### src/rtl/switch_packet_receiver.sv
// Control-port packet receiver: frames DA/SA/LEN/payload/PARITY bytes, checks parity,
// buffers one good packet and replays it as a valid/ready byte stream.
module switch_packet_receiver #(
  parameter int MAX_LEN = 255
) (
  input  logic       clock,
  input  logic       reset,
  input  logic [7:0] data_in,
  input  logic       sw_enable_in,
  output logic       read_out,
  output logic [7:0] out_data,
  output logic       out_valid,
  input  logic       out_ready,
  output logic       out_last,
  output logic       parity_error,
  output logic       framing_error,
  output logic       length_error,
  output logic       dropped
);

  localparam int DEPTH = MAX_LEN + 3;
  localparam int AW = $clog2(DEPTH);
  localparam logic [8:0] MAX_LEN_9 = 9'(MAX_LEN);

  typedef enum logic [2:0] {
    ST_IDLE,
    ST_DA,
    ST_SA,
    ST_LEN,
    ST_PAYLOAD,
    ST_PARITY,
    ST_WAIT_LOW,
    ST_DROP
  } state_t;

  state_t          state_reg;
  logic            en_prev_reg;
  logic [7:0]      len_reg;
  logic [7:0]      cnt_reg;
  logic [7:0]      parity_acc_reg;
  logic [AW-1:0]   wr_ptr_reg;
  logic [AW-1:0]   rd_idx_reg;
  logic [AW-1:0]   last_idx_reg;
  logic            out_valid_reg;
  logic            out_last_reg;
  logic            read_out_reg;
  logic [7:0]      rd_data_reg;
  logic            parity_error_reg;
  logic            framing_error_reg;
  logic            length_error_reg;
  logic            dropped_reg;

  logic [7:0]      mem [0:DEPTH-1];

  logic            start;
  logic            in_frame;
  logic            wr_en;
  logic            commit;
  logic            beat_fire;
  logic            rd_en;
  logic [AW-1:0]   rd_addr;
  logic            idle_next;
  logic            occupied_next;

  assign start     = sw_enable_in && !en_prev_reg;
  assign in_frame  = (state_reg == ST_DA) || (state_reg == ST_SA) || (state_reg == ST_LEN) ||
                     (state_reg == ST_PAYLOAD) || (state_reg == ST_PARITY);
  assign wr_en     = sw_enable_in && ((state_reg == ST_DA) || (state_reg == ST_SA) ||
                     (state_reg == ST_LEN) || (state_reg == ST_PAYLOAD));
  assign commit    = sw_enable_in && (state_reg == ST_PARITY) && (data_in == parity_acc_reg);
  assign beat_fire = out_valid_reg && out_ready;
  // The commit edge prefetches beat 0; each non-final handshake prefetches the next beat.
  assign rd_en     = commit || (beat_fire && !out_last_reg);
  assign rd_addr   = commit ? '0 : rd_idx_reg + 1'b1;

  // Every non-IDLE state leaves to IDLE exactly when sw_enable_in is low.
  assign idle_next     = (state_reg == ST_IDLE) ? !start : !sw_enable_in;
  assign occupied_next = commit || (out_valid_reg && !(beat_fire && out_last_reg));

  always_ff @(posedge clock) begin
    if (reset) begin
      state_reg         <= ST_IDLE;
      en_prev_reg       <= 1'b1;
      len_reg           <= '0;
      cnt_reg           <= '0;
      parity_acc_reg    <= '0;
      wr_ptr_reg        <= '0;
      parity_error_reg  <= 1'b0;
      framing_error_reg <= 1'b0;
      length_error_reg  <= 1'b0;
      dropped_reg       <= 1'b0;
    end else begin
      en_prev_reg       <= sw_enable_in;
      parity_error_reg  <= 1'b0;
      framing_error_reg <= 1'b0;
      length_error_reg  <= 1'b0;
      dropped_reg       <= 1'b0;
      if (wr_en) begin
        wr_ptr_reg     <= wr_ptr_reg + 1'b1;
        parity_acc_reg <= parity_acc_reg ^ data_in;
      end
      if (in_frame && !sw_enable_in) begin
        framing_error_reg <= 1'b1;
        state_reg         <= ST_IDLE;
      end else begin
        case (state_reg)
          ST_IDLE: begin
            if (start) begin
              if (out_valid_reg) begin
                dropped_reg <= 1'b1;
                state_reg   <= ST_DROP;
              end else begin
                parity_acc_reg <= '0;
                wr_ptr_reg     <= '0;
                state_reg      <= ST_DA;
              end
            end
          end
          ST_DA: state_reg <= ST_SA;
          ST_SA: state_reg <= ST_LEN;
          ST_LEN: begin
            len_reg <= data_in;
            cnt_reg <= data_in;
            if ({1'b0, data_in} > MAX_LEN_9) begin
              length_error_reg <= 1'b1;
              state_reg        <= ST_WAIT_LOW;
            end else if (data_in == 8'd0) begin
              state_reg <= ST_PARITY;
            end else begin
              state_reg <= ST_PAYLOAD;
            end
          end
          ST_PAYLOAD: begin
            cnt_reg <= cnt_reg - 8'd1;
            if (cnt_reg == 8'd1) state_reg <= ST_PARITY;
          end
          ST_PARITY: begin
            if (!commit) parity_error_reg <= 1'b1;
            state_reg <= ST_WAIT_LOW;
          end
          ST_WAIT_LOW, ST_DROP: begin
            if (!sw_enable_in) state_reg <= ST_IDLE;
          end
          default: state_reg <= ST_IDLE;
        endcase
      end
    end
  end

  always_ff @(posedge clock) begin
    if (wr_en) mem[wr_ptr_reg] <= data_in;
  end

  always_ff @(posedge clock) begin
    if (reset) begin
      rd_data_reg <= '0;
    end else if (rd_en) begin
      rd_data_reg <= mem[rd_addr];
    end
  end

  always_ff @(posedge clock) begin
    if (reset) begin
      out_valid_reg <= 1'b0;
      out_last_reg  <= 1'b0;
      rd_idx_reg    <= '0;
      last_idx_reg  <= '0;
    end else if (commit) begin
      out_valid_reg <= 1'b1;
      out_last_reg  <= 1'b0;
      rd_idx_reg    <= '0;
      last_idx_reg  <= AW'(len_reg) + AW'(2);
    end else if (beat_fire) begin
      if (out_last_reg) begin
        out_valid_reg <= 1'b0;
        out_last_reg  <= 1'b0;
      end else begin
        rd_idx_reg   <= rd_idx_reg + 1'b1;
        out_last_reg <= (rd_idx_reg + 1'b1) == last_idx_reg;
      end
    end
  end

  always_ff @(posedge clock) begin
    if (reset) begin
      read_out_reg <= 1'b0;
    end else begin
      read_out_reg <= idle_next && !occupied_next;
    end
  end

  assign read_out      = read_out_reg;
  assign out_data      = rd_data_reg;
  assign out_valid     = out_valid_reg;
  assign out_last      = out_last_reg;
  assign parity_error  = parity_error_reg;
  assign framing_error = framing_error_reg;
  assign length_error  = length_error_reg;
  assign dropped       = dropped_reg;

endmodule

### config.mk
export PLATFORM = sky130hd
export DESIGN_NAME = switch_packet_receiver
export DESIGN_NICKNAME = d
export VERILOG_FILES = /design/src/rtl/switch_packet_receiver.sv
export SDC_FILE = /design/constraint.sdc
export NUM_CORES = 2
export LEC_CHECK = 0
export ABC_AREA = 0
export CORE_MARGIN = 2
export CORE_UTILIZATION = 29
export DETAILED_ROUTE_END_ITERATION = 12
export MAX_ROUTING_LAYER = met4
export PLACE_DENSITY = 0.45
export REMOVE_ABC_BUFFERS = 1
export SYNTH_ARGS = -nofsm -noshare
export SYNTH_HDL_FRONTEND = slang
export SYNTH_SLANG_ARGS = --single-unit
export TNS_END_PERCENT = 20
### constraint.sdc
create_clock -name clock -period 7.8 [get_ports clock]
set_input_delay 2.34 -clock clock [delete_from_list [all_inputs] [get_ports clock]]
set_output_delay 2.34 -clock clock [all_outputs]
set_load 0.1 [all_outputs]
== Word level (Yosys, flattened, before mapping) ==
Memory sizes are Yosys's and may differ from the RTL's. A register that Yosys moved wholly into a read port is not among the register bits.
Index checks and enable logic that the tools add are counted.
Widths: inputs -> output; s select.

* Memories kept: 1
* Logic and storage cells: 103
* Input port bits: 12
* Flip-flop bits (word level): 61
* Bits in writable memories: 2064
* Output and inout bits: 15

{| class="wikitable"
|+ Memories
! memory !! words !! bits a word !! rd ports !! clocked after memory_dff !! write ports !! line !! source
|-
| mem || 258 || 8 || 1 || 1 || 1 || 53 || <nowiki>logic [7:0] mem [0:DEPTH-1];</nowiki>
|}

* Equality and inequality tests: 13
* Add/subtract/negate cells: 4
* Bitwise operators: 6
* Mux-type cells: 28
* Reductions and logical operators: 37

{| class="wikitable"
|+ Operators by type and width
! operator !! count
|-
| $mux 9 || 6
|-
| $mux 8 || 5
|-
| $pmux 3 s7 || 1
|-
| $add 9x1->9 const B || 2
|-
| $pmux 8 s2 || 1
|-
| $eq 3x3->1 const B || 4
|-
| $mux 3 || 4
|-
| $mux 1 || 11
|-
| $logic_and 1x1->1 || 10
|-
| $add 8x2->9 const B || 1
|-
| $eq 9x9->1 || 1
|-
| $eq 8x1->1 const B || 1
|-
| $eq 8x8->1 || 1
|-
| $logic_not 8->1 || 1
|-
| $reduce_and 2->1 || 4
|-
| $sub 8x1->8 const B || 1
|-
| $xor 8x8->8 || 1
|-
| $eq 3x2->1 const B || 2
|-
| $logic_not 1->1 || 6
|-
| $logic_or 1x1->1 || 6
|-
| $reduce_bool 2->1 || 3
|-
| $reduce_or 2->1 || 3
|-
| $not 1->1 || 5
|-
| $ne 2x2->1 const B || 2
|-
| 6 further kinds || 6
|}

== Longest topological paths before layout ==
* Depth in word-level cells: 10
* Gate-level depth with buffers: 15
* Mapped depth without buffers: 11

== Least setup slack after synthesis ==
No wires, ideal clock.

* Kind: input -> register
* Start: in data_in[2]
* End: reg rd_data_reg[1] (netlist: out_data[1]) (read register of mem)
* Path slack: 3139 ps
* Stages: 13
* Path buffers: 3
* Arrival time: 4542 ps
* Data required time: 7680 ps
* Path through: buf_2 -> xor2_1 -> nor3_1 -> and4_1 -> buf_4 -> nor2_1 -> buf_2 -> o22ai_1 -> nand2_1 -> a31oi_1 -> o211ai_1 -> or4b_1 -> o31a_1

* Word-level cells in the longest chain between the ends: 3
* Elaborated cells between the ends (all ways): 4

{| class="wikitable"
|+ Ends and longest elaborated chain
! item !! line !! source
|-
| from (decl) || 8 || <nowiki>input logic [7:0] data_in,</nowiki>
|-
| $eq 8x8->1 (*) || 70 || <nowiki>assign commit = sw_enable_in && (state_reg == ST_PARITY) && (data_in == parity_acc_reg);</nowiki>
|-
| $logic_and 1x1->1 (*) || 70 ||
|-
| $mux 9 or $logic_or 1x1->1 (tied branches) || 74, 73 ||
|-
| to (decl) || 47 || <nowiki>logic [7:0] rd_data_reg;</nowiki>
|}

Every way passes the cells marked *; elsewhere a longest branch is shown, timed or not.
A chain may end at the register's enable or synchronous reset.

== Worst setup path in the final report ==
* Start: in sw_enable_in
* End: reg rd_data_reg[0] (netlist: out_data[0]) (read register of mem)

* Word-level cells in the longest chain between the ends: 3
* Elaborated cells between the ends (all ways): 4

{| class="wikitable"
|+ Ends and longest elaborated chain
! item !! line !! source
|-
| from (decl) || 9 || <nowiki>input logic sw_enable_in,</nowiki>
|-
| $logic_and 1x1->1 (*) (2 in series) || 70 ||
|-
| $mux 9 or $logic_or 1x1->1 (tied branches) || 74, 73 ||
|}

Marked as above.

==> summary.txt <==
Run
  • Maxcap violations: 1

Setup path
  • Setup CP Type: primary input to flop
  • Worst Path Required: 8580 ps
  • CP arrival: 6890 ps
  • Crit. End Element: flop
  • Crit path launch type: primary input
  • Peak fanout along the critical path: 48
  • Register-to-Register Setup Slack: 2470 ps

GRT
  • Number of global-route vias before repair: 49,975
  • All-Layer GR Usage: 21.47%
  • First-pass GRT wire length: 435,600 um
  • Largest net degree at the start of global routing: 153
  • Remaining Overflow, GRT: 0
  • Antenna violations before repair: 20

Logic synthesis
  • Yosys warning total: 0
  • Register area share after synthesis: 74.06%
  • Syn Area/Cell: 15.70 um2
  • Top_reg_cell synth: edfxtp_1
  • Post-synthesis cell count: 5,448
  • Post-synth top area cell: edfxtp_1
  • Yosys reg bits: 2,133
  • Ys async rst share: 0%
  • Top cells by area, synth: edfxtp_1, mux4_2, nand2_1
  • Mapped cell area: 85,550 um2
  • EDFF count, synth: 2,064
  • Post-synthesis cell type count: 90
  • Yosys top cell area share: 72.44%

Finish
  • Max reg flops: 2,064
  • Layout Nets: 5,561
  • Top reg by flops: mem
  • Most frequent cells in the layout: edfxtp_1, nand2_1, nor2_1, mux4_2, clkbuf_16
  • Commonest non-fill, non-tap cell in the layout: edfxtp_1
  • Area Growth Syn to Fin: 15.08%
  • Post-Layout Cell Count: 9,663
  • Final Instance Area: 98,450 um2
  • Share of cells above drive strength 1: 15.03%

Power
  • Comb pwr share: 2.0%
  • Power Total: 23.88 mW
  • Clock power share: 45.2%
  • Internal power: 18.77 mW
  • Sequential share of power: 52.8%
  • Switching pwr: 5.116 mW
  • Peak VDD IR: 214.2 uV
  • Pleak: 29.85 nW
  • Pwr dens: 242.6 nW/um2
  • Switching Share: 21.42%

Placement
  • IO buf count: 25
  • Dpl cells: 9,232
  • DP HPWL: 202,600 um
  • Final GP Congestion: 0.9898
  • Placed cell areas: 91,040 um2

Timing
  • Slew margin rel.: 0.5361%
  • Highest Clock Rate: 163.7 MHz
  • Max Slew Vio Count: 0
  • Period Utilization, post-route: 78.32%
  • Min Clock Period, post-route: 6109 ps
  • Final setup viols: 0
  • RSZ-0062 raised after global routing: false
  • Final Hold Viols: 0
  • Clock skew: 78.59 ps
  • Slew @ Worst Pin: 1482 ps
  • Sum of negative setup slack: 0 ps
  • Worst Hold Slack: 467.6 ps

Drt
  • DRT met1 WL: 136,600 um
  • Top sig layer: met4
  • Met3 Wirelength: 27,770 um
  • Met2 wire length: 140,100 um
  • Vias: 52,913
  • Post-detailed-route DRC marker count: 6
  • Vias per cell: 5.476
  • TritonRoute pass-1 iters: 10
  • Routed wire length: 318,900 um
  • Initial DRC Count: 7,630
  • Antenna-violating nets left: 0
  • Routed WL per cell: 33.01 um

Clocking
  • Clock-pin slew on the worst setup and hold paths: 60 ps
  • Clk root buf: clkbuf_16
  • CTS Hold Bufs: 0
  • Worst-Skew Late Latency: 910 ps
  • CTS buffer count: 226
  • H-Tree Depth: 4
  • CTS tree: yes
  • Max Root-Sink Buffers: 3
  • Post-CTS sizing: 0
  • Post-CTS Setup Inserts: 0
  • Clk sink count: 2,133

Floorplan
  • CORE AREA: 293,800 um2
  • Die area: 299,400 um2
  • Die height: 547.2 um
  • Initial Util: 29.12%
  • I/O Pins: 27
  • Die X: 547.2 um
  • Site row count: 199

Hold path
  • Min-delay worst type: flop to flop

Run status
  • Status: finished, violations left
  • Violated checks: DRC, capacitance limit
## cells in the mapped netlist (all sizes together) (21+ instances only)
master / instances
a31oi: 78
and3: 22
mux2i: 137
o22ai: 121
nand4: 27
a32oi: 42
mux4: 245
a21oi: 220
clkbuf: 146
buf: 225
a211oi: 33
nor2: 456
xnor2: 27
edfxtp: 2064
xor2: 35
o21ai: 134
o311a: 66
dfxtp: 69
nand3: 216
or3: 21
nor3: 85
nand2: 692
## power groups by stage
stage               combinational [mW]  clock [mW]  sequential, mW
floorplan                        0.129           0            12.9
global placement                 0.459           0            12.9
detailed placement               0.468           0            12.9
CTS                              0.469        11.0            12.6
global route                     0.501        11.4            12.6
finish                           0.471        10.8            12.6
## final cells by class
type	count	area, um2
Sequential cell	2133	63360
Fill cell	28462	195400
Inverter	13	61.31
Tap cell	3919	4903
Clock inverter	108	1159
Multi-Input combinational cell	2931	20610
Timing Repair Buffer	236	2095
Clock buffer	315	6237
Antenna cell	8	20.02
## worst paths after layout
| path | startpoint | to | cells past startpoint |
|---|---|---|---|
| setup reg to reg | rd_idx_reg[0] | out_data[0] | 13 |
| setup / recovery | sw_enable_in | out_data[0] | 12 |
| hold reg to reg | last_idx_reg[0] | last_idx_reg[0] | 2 |
| hold / removal | last_idx_reg[0] | last_idx_reg[0] | 2 |
## routing by layer
layer  vias up  track usage [%]
met3       551            3.955
li1      21547                -
met5         -                -
met4         0            8.638
met2      2753            30.99
met1     28062            29.77
## cell families (layout without fill, tap and decap cells)
logic type      count (synthesis)  count (layout)  synth area share (%)
mux                           399             399                 8.276
other cells                     1               9              0.004383
compound gates                878             878                 6.852
xor+xnor                       62              62                0.6698
buf+inv                       384             672                 2.116
simple gates                 1583            1583                 7.906
fa+ha+maj                       8               8                0.1170
flops                        2133            2133                 74.06
## metrics by stage
step / worst slack (ps) / utilization, %
2_1_floorplan: -26770 / -
3_3_place_gp: 1106 / 30.99
3_5_place_dp: 1094 / 30.99
4_1_cts: 2049 / 33.50
5_1_grt: 1833 / 33.51
6_report: 1691 / 33.51
## worst max-delay path, stage by stage
cell	delay, ps
clkdlybuf4s50_1	760
and4b_1	490
nand4_1	230
buf_12	370
nand2_4	440
buf_4	360
nor4_1	550
a2111oi_0	230
a211oi_1	400
nand2_1	180
nor4_1	340
a21oi_1	110
Power figures use the tool's default switching activity.
